## src/rtl/uart_pkg.sv

```systemverilog
// rtl/uart_pkg.sv - shared register map, status bit indices and TX FSM states
package uart_pkg;
  localparam int DATA_OFS   = 0;
  localparam int STATUS_OFS = 4;

  localparam int ST_READY = 0;
  localparam int ST_EMPTY = 1;
  localparam int ST_IDLE  = 2;
  localparam int ST_OVF   = 3;

  typedef enum logic [1:0] {IDLE, START, DATA, STOP} tx_state_t;
endpackage

```

## src/rtl/mmio_uart_tx_if.sv

```systemverilog
// rtl/mmio_uart_tx_if.sv - processor data-port signals seen by the UART window
interface mmio_uart_tx_if;
  logic [31:0] ip_data_addr;
  logic        ip_data_wr;
  logic [3:0]  ip_data_mask;
  logic [31:0] ip_data_from_proc;
  logic        ip_data_rd;
  logic        op_hit;
  logic        op_data_valid;
  logic [31:0] op_data_to_proc;

  modport master (
    output ip_data_addr, ip_data_wr, ip_data_mask, ip_data_from_proc, ip_data_rd,
    input  op_hit, op_data_valid, op_data_to_proc
  );

  modport slave (
    input  ip_data_addr, ip_data_wr, ip_data_mask, ip_data_from_proc, ip_data_rd,
    output op_hit, op_data_valid, op_data_to_proc
  );
endinterface

```

## src/rtl/sync_fifo.sv

```systemverilog
// rtl/sync_fifo.sv - byte FIFO; a push into a full FIFO is taken only alongside a pop
module sync_fifo #(
  parameter int DEPTH = 8
) (
  input  logic                       clk,
  input  logic                       reset,
  input  logic                       push,
  input  logic [7:0]                 push_data,
  input  logic                       pop,
  output logic [7:0]                 pop_data,
  output logic                       full,
  output logic                       empty,
  output logic [$clog2(DEPTH+1)-1:0] count
);
  localparam int AW = $clog2(DEPTH);
  localparam int CW = $clog2(DEPTH + 1);

  logic [7:0]    mem [DEPTH];
  logic [AW-1:0] wr_ptr;
  logic [AW-1:0] rd_ptr;
  logic          push_ok;
  logic          pop_ok;

  assign full     = (count == CW'(DEPTH));
  assign empty    = (count == '0);
  assign pop_ok   = pop && !empty;
  assign push_ok  = push && (!full || pop_ok);
  assign pop_data = mem[rd_ptr];

  always_ff @(posedge clk) begin
    if (push_ok) mem[wr_ptr] <= push_data;
  end

  always_ff @(posedge clk) begin
    if (reset) begin
      wr_ptr <= '0;
      rd_ptr <= '0;
      count  <= '0;
    end else begin
      if (push_ok) wr_ptr <= wr_ptr + 1'b1;
      if (pop_ok)  rd_ptr <= rd_ptr + 1'b1;
      case ({push_ok, pop_ok})
        2'b10:   count <= count + 1'b1;
        2'b01:   count <= count - 1'b1;
        default: count <= count;
      endcase
    end
  end
endmodule

```

## src/rtl/mmio_uart_tx.sv

```systemverilog
// rtl/mmio_uart_tx.sv - MMIO window decode, status register and 8N1 transmit FSM
import uart_pkg::*;

module mmio_uart_tx #(
  parameter logic [31:0] UART_IO_MM_LOC = 32'h00000054,
  parameter int          CLKS_PER_BIT   = 16,
  parameter int          FIFO_DEPTH     = 8
) (
  input  logic                clk,
  input  logic                reset,
  mmio_uart_tx_if.slave       bus,
  output logic                op_tx,
  output logic                op_busy
);
  localparam logic [31:0] DATA_ADDR   = UART_IO_MM_LOC + DATA_OFS;
  localparam logic [31:0] STATUS_ADDR = UART_IO_MM_LOC + STATUS_OFS;
  localparam int          CW          = $clog2(FIFO_DEPTH + 1);
  localparam int          BW          = $clog2(CLKS_PER_BIT);
  localparam logic [BW-1:0] BAUD_LAST = BW'(CLKS_PER_BIT - 1);

  tx_state_t     state, state_n;
  logic [BW-1:0] baud, baud_n;
  logic [2:0]    bit_idx, bit_idx_n;
  logic [7:0]    shift_reg, shift_n;
  logic          baud_end;

  logic          fifo_pop, fifo_full, fifo_empty;
  logic [7:0]    fifo_head;
  logic [CW-1:0] fifo_count;
  logic          data_wr, status_wr, overflow;
  logic [31:0]   status;
  logic          unused_bits;

  assign bus.op_hit        = (bus.ip_data_addr == DATA_ADDR) || (bus.ip_data_addr == STATUS_ADDR);
  assign bus.op_data_valid = bus.ip_data_rd && bus.op_hit;
  assign bus.op_data_to_proc = (bus.op_data_valid && bus.ip_data_addr == STATUS_ADDR) ? status : 32'h0;

  assign data_wr   = bus.ip_data_wr && (bus.ip_data_addr == DATA_ADDR) && bus.ip_data_mask[0];
  assign status_wr = bus.ip_data_wr && (bus.ip_data_addr == STATUS_ADDR);
  assign unused_bits = ^{bus.ip_data_mask[3:1], bus.ip_data_from_proc[31:8]};

  sync_fifo #(.DEPTH(FIFO_DEPTH)) u_fifo (
    .clk       (clk),
    .reset     (reset),
    .push      (data_wr),
    .push_data (bus.ip_data_from_proc[7:0]),
    .pop       (fifo_pop),
    .pop_data  (fifo_head),
    .full      (fifo_full),
    .empty     (fifo_empty),
    .count     (fifo_count)
  );

  always_comb begin
    status           = 32'h0;
    status[ST_READY] = (fifo_count < CW'(FIFO_DEPTH));
    status[ST_EMPTY] = fifo_empty;
    status[ST_IDLE]  = (state == IDLE) && fifo_empty;
    status[ST_OVF]   = overflow;
  end

  assign op_busy = !fifo_empty || (state != IDLE);

  // A dropped byte in the same cycle as a software clear keeps the flag set.
  always_ff @(posedge clk) begin
    if (reset)
      overflow <= 1'b0;
    else if (data_wr && fifo_full && !fifo_pop)
      overflow <= 1'b1;
    else if (status_wr && bus.ip_data_from_proc[ST_OVF])
      overflow <= 1'b0;
  end

  always_ff @(posedge clk) begin
    if (reset) begin
      state     <= IDLE;
      baud      <= '0;
      bit_idx   <= '0;
      shift_reg <= '0;
    end else begin
      state     <= state_n;
      baud      <= baud_n;
      bit_idx   <= bit_idx_n;
      shift_reg <= shift_n;
    end
  end

  assign baud_end = (baud == BAUD_LAST);

  always_comb begin
    state_n   = state;
    baud_n    = baud;
    bit_idx_n = bit_idx;
    shift_n   = shift_reg;
    fifo_pop  = 1'b0;
    op_tx     = 1'b1;
    unique case (state)
      IDLE: begin
        if (!fifo_empty) begin
          fifo_pop = 1'b1;
          shift_n  = fifo_head;
          baud_n   = '0;
          state_n  = START;
        end
      end
      START: begin
        op_tx = 1'b0;
        if (baud_end) begin
          baud_n    = '0;
          bit_idx_n = '0;
          state_n   = DATA;
        end else begin
          baud_n = baud + 1'b1;
        end
      end
      DATA: begin
        op_tx = shift_reg[0];
        if (baud_end) begin
          baud_n  = '0;
          shift_n = shift_reg >> 1;
          if (bit_idx == 3'd7) state_n = STOP;
          else bit_idx_n = bit_idx + 1'b1;
        end else begin
          baud_n = baud + 1'b1;
        end
      end
      STOP: begin
        // Chain straight into the next start bit so queued bytes leave with no gap.
        if (baud_end) begin
          baud_n = '0;
          if (!fifo_empty) begin
            fifo_pop = 1'b1;
            shift_n  = fifo_head;
            state_n  = START;
          end else begin
            state_n = IDLE;
          end
        end else begin
          baud_n = baud + 1'b1;
        end
      end
    endcase
  end
endmodule

```

## src/flat_wrapper.sv

```systemverilog
// flat-port wrapper written by rule: the top's interface ports become plain ports
module mmio_uart_tx_flat 
#(
  parameter logic [31:0] UART_IO_MM_LOC = 32'h00000054,
  parameter int          CLKS_PER_BIT   = 16,
  parameter int          FIFO_DEPTH     = 8
)
  (clk, reset, op_tx, op_busy, bus_ip_data_addr, bus_ip_data_wr, bus_ip_data_mask, bus_ip_data_from_proc, bus_ip_data_rd, bus_op_hit, bus_op_data_valid, bus_op_data_to_proc);
  mmio_uart_tx_if bus_i ();
  input  logic clk;
  input  logic reset;
  output logic op_tx;
  output logic op_busy;
  input wire logic [$bits(bus_i.ip_data_addr)-1:0] bus_ip_data_addr;
  input wire logic [$bits(bus_i.ip_data_wr)-1:0] bus_ip_data_wr;
  input wire logic [$bits(bus_i.ip_data_mask)-1:0] bus_ip_data_mask;
  input wire logic [$bits(bus_i.ip_data_from_proc)-1:0] bus_ip_data_from_proc;
  input wire logic [$bits(bus_i.ip_data_rd)-1:0] bus_ip_data_rd;
  output wire logic [$bits(bus_i.op_hit)-1:0] bus_op_hit;
  output wire logic [$bits(bus_i.op_data_valid)-1:0] bus_op_data_valid;
  output wire logic [$bits(bus_i.op_data_to_proc)-1:0] bus_op_data_to_proc;
  assign bus_i.ip_data_addr = bus_ip_data_addr;
  assign bus_i.ip_data_wr = bus_ip_data_wr;
  assign bus_i.ip_data_mask = bus_ip_data_mask;
  assign bus_i.ip_data_from_proc = bus_ip_data_from_proc;
  assign bus_i.ip_data_rd = bus_ip_data_rd;
  assign bus_op_hit = bus_i.op_hit;
  assign bus_op_data_valid = bus_i.op_data_valid;
  assign bus_op_data_to_proc = bus_i.op_data_to_proc;
  mmio_uart_tx #(.UART_IO_MM_LOC(UART_IO_MM_LOC), .CLKS_PER_BIT(CLKS_PER_BIT), .FIFO_DEPTH(FIFO_DEPTH)) u_core (.clk(clk), .reset(reset), .bus(bus_i), .op_tx(op_tx), .op_busy(op_busy));
endmodule
```

## config.mk

```make
export PLATFORM = sky130hd
export DESIGN_NAME = mmio_uart_tx_flat
export DESIGN_NICKNAME = d
export VERILOG_FILES = /design/src/rtl/uart_pkg.sv /design/src/rtl/mmio_uart_tx_if.sv /design/src/rtl/sync_fifo.sv /design/src/rtl/mmio_uart_tx.sv /design/src/flat_wrapper.sv
export SDC_FILE = /design/constraint.sdc
export NUM_CORES = 1
export LEC_CHECK = 0
export CORE_ASPECT_RATIO = 0.6
export CORE_MARGIN = 2
export CORE_UTILIZATION = 25
export DETAILED_ROUTE_END_ITERATION = 12
export PLACE_DENSITY = 0.44
export SLEW_MARGIN = 20
export SYNTH_ARGS = -nofsm -noshare
export SYNTH_HDL_FRONTEND = slang
export SYNTH_SLANG_ARGS = --single-unit
```

## constraint.sdc

```tcl
create_clock -name clk -period 3.36 [get_ports clk]
set_input_delay 0.504 -clock clk [delete_from_list [all_inputs] [get_ports clk]]
set_output_delay 0.504 -clock clk [all_outputs]
set_load 0.01 [all_outputs]
```

# ---- Word-level counts from Yosys, hierarchy flattened
# Memory sizes are Yosys's and may differ from the RTL's. A register that Yosys moved wholly into a read port is not among the register bits.
# Cells that the tools add are included.
dict set report totals {
  register_bits 28
  ram_bits 64
  input_bits 72
  elab_cells 90
  memories 1
}
dict set report classes {
  add_sub_neg 6
  n_lt_le_gt_ge 1
  n_eq_ne 16
  n_mux 30
  reduce_logical 28
}
# memory words width rd rd_ports_with_merged_regs wr line
set memory_table {}
lappend memory_table {u_core.u_fifo.mem 8 8 1 1 1 sync_fifo.sv:18} ;# logic [7:0] mem [DEPTH];
# op count
set op_table {}
lappend op_table {{32-bit by 7-bit == test with 1-bit output (second input constant)} 2}
lappend op_table {{8-bit two-way mux} 3}
lappend op_table {{8-bit case mux with 3 select lines} 1}
lappend op_table {{4-bit case mux with 2 select lines} 2}
lappend op_table {{3-bit two-way mux} 5}
lappend op_table {{4-bit two-way mux} 3}
lappend op_table {{1-bit logical AND} 11}
lappend op_table {{2-bit two-way mux} 5}
lappend op_table {{3-bit by 1-bit adder with 3-bit output (second input constant)} 3}
lappend op_table {{4-bit by 1-bit adder with 4-bit output (second input constant)} 2}
lappend op_table {{4-bit == test (second input constant)} 2}
lappend op_table {{2-bit by 1-bit inequality test with 1-bit output (second input constant)} 4}
lappend op_table {{2-bit case mux with 4 select lines} 1}
lappend op_table {{2-bit nonzero test} 4}
lappend op_table {{1-bit two-way mux} 7}
lappend op_table {{2-bit == test (second input constant)} 3}
lappend op_table {{3-bit case mux with 2 select lines} 1}
lappend op_table {{5-bit AND reduction} 1}
lappend op_table {{2-bit by 1-bit == test with 1-bit output (second input constant)} 2}
lappend op_table {{4-bit logical NOT} 1}
lappend op_table {{4-bit < comparator (second input constant)} 1}
lappend op_table {{2-bit inequality test (second input constant)} 2}
lappend op_table {{1-bit case mux with 2 select lines} 2}
lappend op_table {{4-bit AND reduction} 1}
lappend op_table {{8 further kinds} 12}

# ---- Depth between registers and ports, before layout
dict set report depth {
  depth_word 9
  ltp_mapped 12
  ltp_nobuf 12
}

# ---- Modules after synthesis
# A second synthesis with hierarchy kept.
dict set report hier_totals {
  hier_cells 346
  hier_area_um2 4589.4
}
# module instances cells_per_inst area_per_inst_um2
set by_module_without_submodules {}
lappend by_module_without_submodules {sync_fifo 1 179 3215.6}
lappend by_module_without_submodules {mmio_uart_tx 1 167 1373.8}

# ---- Worst setup path before layout
# Ideal clock, no wire load.
dict set report synth_path {
  path_type {input to register}
  startpoint {input port bus_ip_data_addr[17]}
  endpoint {register u_core.u_fifo.count[3]}
  setup_ns 0.121
  arrival_ns 2.569
  required_ns 3.239
  slack_ns 0.670
  cell_stages 11
  n_path_buf 0
  cell_sequence {nor4_1 > nand4_1 > nor3_4 > nand2b_2 > inv_2 > ha_1 > a21o_1 > a21oi_1 > nor2_1 > a22oi_2 > mux2_4}
}
dict set report synth_via {
  elab_chain_cells 6
  word_cells_on_any_way 8
  classes_between {3 x eq/ne; 1 x mux; 4 x reduce/logical}
}
# element line
set synth_lines {}
lappend synth_lines {{start, declared} flat_wrapper.sv:14} ;# input wire logic [$bits(bus_i.ip_data_addr)-1:0] bus_ip_data_addr;
lappend synth_lines {{32-bit by 7-bit == test with 1-bit output (*)} mmio_uart_tx.sv:38} ;# assign data_wr = bus.ip_data_wr && (bus.ip_data_addr == DATA_ADDR) && bus.ip_data_mask[0];
lappend synth_lines {{1-bit logical AND (*) (2 in a row)} mmio_uart_tx.sv:38}
lappend synth_lines {{1-bit logical AND (*)} sync_fifo.sv:27} ;# assign push_ok = push && (!full || pop_ok);
lappend synth_lines {{2-bit by 1-bit == test with 1-bit output / 2-bit == test (equally long branches)} sync_fifo.sv:42} ;# case ({push_ok, pop_ok})
lappend synth_lines {{4-bit case mux with 2 select lines / 2-bit nonzero test (equally long branches)} -}
lappend synth_lines {{end signal, assigned} sync_fifo.sv:43} ;# 2'b10: count <= count + 1'b1;
lappend synth_lines {{end signal, assigned} sync_fifo.sv:44} ;# 2'b01: count <= count - 1'b1;
lappend synth_lines {{end signal, assigned} sync_fifo.sv:45} ;# default: count <= count;
lappend synth_lines {{end, declared} sync_fifo.sv:13} ;# output logic [$clog2(DEPTH+1)-1:0] count
# Every way passes the cells marked *; elsewhere a longest branch is shown, timed or not.
# A chain may end at the register's enable or synchronous reset.

# ---- Worst setup path in the final report
dict set report layout_path {
  startpoint {input port bus_ip_data_addr[17]}
  endpoint {output port bus_op_data_to_proc[3]}
}
dict set report layout_via {
  elab_chain_cells 5
  word_cells_on_any_way 6
  classes_between {2 x eq/ne; 1 x mux; 3 x reduce/logical}
}
# element line
set layout_lines {}
lappend layout_lines {{32-bit by 7-bit == test with 1-bit output, on equally long branches} {mmio_uart_tx.sv:34, mmio_uart_tx.sv:36}}
lappend layout_lines {{1-bit logical OR} mmio_uart_tx.sv:34} ;# assign bus.op_hit = (bus.ip_data_addr == DATA_ADDR) || (bus.ip_data_addr == STATUS_ADDR);
lappend layout_lines {{1-bit logical AND} mmio_uart_tx.sv:35} ;# assign bus.op_data_valid = bus.ip_data_rd && bus.op_hit;
lappend layout_lines {{1-bit logical AND (*)} mmio_uart_tx.sv:36} ;# assign bus.op_data_to_proc = (bus.op_data_valid && bus.ip_data_addr == STATUS_ADDR) ? status : 32'h0;
lappend layout_lines {{4-bit two-way mux (*)} mmio_uart_tx.sv:36}
lappend layout_lines {{end, declared} flat_wrapper.sv:21} ;# output wire logic [$bits(bus_i.op_data_to_proc)-1:0] bus_op_data_to_proc;
# Marks and branches as above.

==> out/results.tsv <==
metric	value	unit
postLayoutSetupSlackWorst	0.251	ns
cts.sink_count	95	
required	2.86	ns
globalRoute.totalOverflow	0	
num_vias	2664	
ir_drop	0.196	mV
place_area	5110	um2
status	finished, final reports clean	
firstDrtPassIters	4	
synth_area_leaders	edfxtp_1 44%, dfxtp_1 14%, mux4_2 8.3%, buf_4 5.0%, nor2_1 3.7%	
swShare	23.3	%
synth_area	4340	um2
cpMaxStageDelayCell	clkdlybuf4s50_1	
critPathKind	in -> out	
grt_setup_unrepaired	no	
finalCritPeriodShare	92.5	%
p_leak	1.84	nW
gp_congestion	0.705	
final_core_util	31.7	%
grt_first_pass_wirelength	14400	um
wl_per_cell	14.5	um
max_slew_margin	42.6	%
grt_pass1_vias	2595	
grt_max_degree	23	
startpoint_type	input pin	
cap_violations	0	
die_w	174	um
drt_first_iter_violations	172	
hp-class	reg -> reg	
antenna_found_initial	0	
hpwl	6540	um
fin_nets	485	
dieArea	18500	um2
core_area	17100	um2
postRouteAntennaNets	0	
drive_gt1_share	15.3	%
synth_top_area_share	44.2	%
syn-instance-count	336	
p_sw	0.000561	W
clock_path_buffers	2	
setup_viol	0	
ios	108	
finalSetupTns	0	ns
drcViolationCount	0	
pre_cts_ws	0.105	ns
num_rows	37	
slew_violations	0	
yosysUniqueCellTypes	53	
post_cts_resized	0	
synth_flop_cell	edfxtp_1	
clk_pin_slew	0.07	ns
syn_to_final_growth	24.5	%
die_h	106	um
synth.most_common_cell	edfxtp_1	
cp_slowest_stage_delay	0.56	ns
intPower	0.00185	W
min_period	3.11	ns
cts_root_buf	clkbuf_16	
skew	0.0111	ns
final_cell_area	5410	um2
avgSynthCellArea	12.9	um2
worstPathArrival	2.60	ns
whs	0.459	ns
power.density	445	nW/um2
cp-end-kind	primary output	
synth_common_cells	64 x edfxtp_1, 43 x nor2_1, 31 x dfxtp_1, 29 x buf_4, 17 x nand2_1	
fmax	0.322	GHz
synth_edf_count	64	
clk_latency	0.35	ns
numCtsBuffers	9	
worst_slew_pin_slew	0.860	ns
diodes	0	
grt_usage	10.5	%
drt-total-wl	9250	um
cts_tree	built	
cp_max_fo	4	
io_buffers	52	
avgViaCountPerCell	4.16	
initial_core_util	25.4	%
cts-hold-fix-buffers	0	
final-hold-violation-count	0	
power.share.clock	42.8	%
seqPwrFrac	51.9	%
htreeDepth	3	
p_comb_share	5.3	%
largest_reg_flops	64	
ys_seq_area_share	58.5	%
yosys.area.top_type	edfxtp_1	
synth-warning-count	0	
ys_async_sr_fraction	0	%
cts_setup_buffers	0	
synth_seq_cells	95	
path_cells	clkdlybuf4s50_1 > nor4_1 > nand4_1 > nor2_1 > nand3_1 > nor2_1 > clkdlybuf4s50_1	
[layout by cell type (no fill, tap or decap), drive strengths merged, types with 2 or more instances in the layout]
master	n
dfxtp	31
nand2	17
mux4	16
nor2	44
buf	15
xor2	2
conb	28
clkdlybuf4s50	52
nand3	6
a22o	2
ha	11
and2	3
nand2b	4
inv	14
nor2b	4
edfxtp	64
o21ai	11
nor3	8
a21oi	12
clkbuf	9
a31oi	2
xnor2	5
a211oi	2
mux2	4
a22oi	4
a41oi	2
nor4	8
mux2i	11
nand4	2
[kinds of logic (layout without fill, tap and decap cells)]
logic type	after synthesis	in the layout	synth area share (%)
other	1	28	0.0863
multiplexers	31	31	12.0
flip-flops	95	95	58.5
buffers and inverters	48	91	6.71
AND/OR/NAND/NOR	100	100	11.4
XOR/XNOR	7	7	1.41
AO/OA/AOI/OAI	42	42	6.28
adder cells (fa/ha/maj)	12	12	3.63
[power by group through the flow]
stage | logic (W) | registers, W | clock network, W
floorplan | 0.0000739 | 0.00128 | 0
global placement | 0.000126 | 0.00128 | 0
detailed placement | 0.000127 | 0.00128 | 0
CTS | 0.000128 | 0.00125 | 0.00106
global route | 0.000140 | 0.00125 | 0.00111
finish | 0.000127 | 0.00125 | 0.00103
[stage by stage]
step	instances	power (W)
6_report	640	0.00241
5_1_grt	640	0.00250
4_1_cts	640	0.00244
3_5_place_dp	624	0.00140
3_3_place_gp	624	0.00140
2_1_floorplan	363	0.00135
[critical path: cells and delay by family]
kind                   cells  cell delay (ns)
buffers and inverters      2             0.96
and+or+nand+nor            5             1.13
[final timing paths]
path	startpoint	end	slack [ns]	depth (start not counted)
hold reg to reg	u_core.shift_reg[4]	u_core.shift_reg[4]	0.46	2
hold / removal	u_core.shift_reg[4]	u_core.shift_reg[4]	0.46	2
setup / recovery	bus_ip_data_addr[17]	bus_op_data_to_proc[3]	0.25	7
setup reg to reg	u_core.state[1]	u_core.u_fifo.count[3]	0.52	11
[cell type report]
class                   instances  area [um2]
multi-input cells             220        1610
clock inverters                 7        75.1
inverters                       8        30.0
well taps                     234         293
clock buffers                   9         225
fillers                      1702       11700
repair buffers                 67         633
flip-flops and latches         95        2540
[routing by layer]
layer,wire (um),share of wire [%],track usage [%]
met3,421,4.6,3.51
met4,63,0.68,2.70
met5,0,0,0
met1,4820,52,15.2
met2,3940,43,15.0
(Power assumes the default switching activity.)
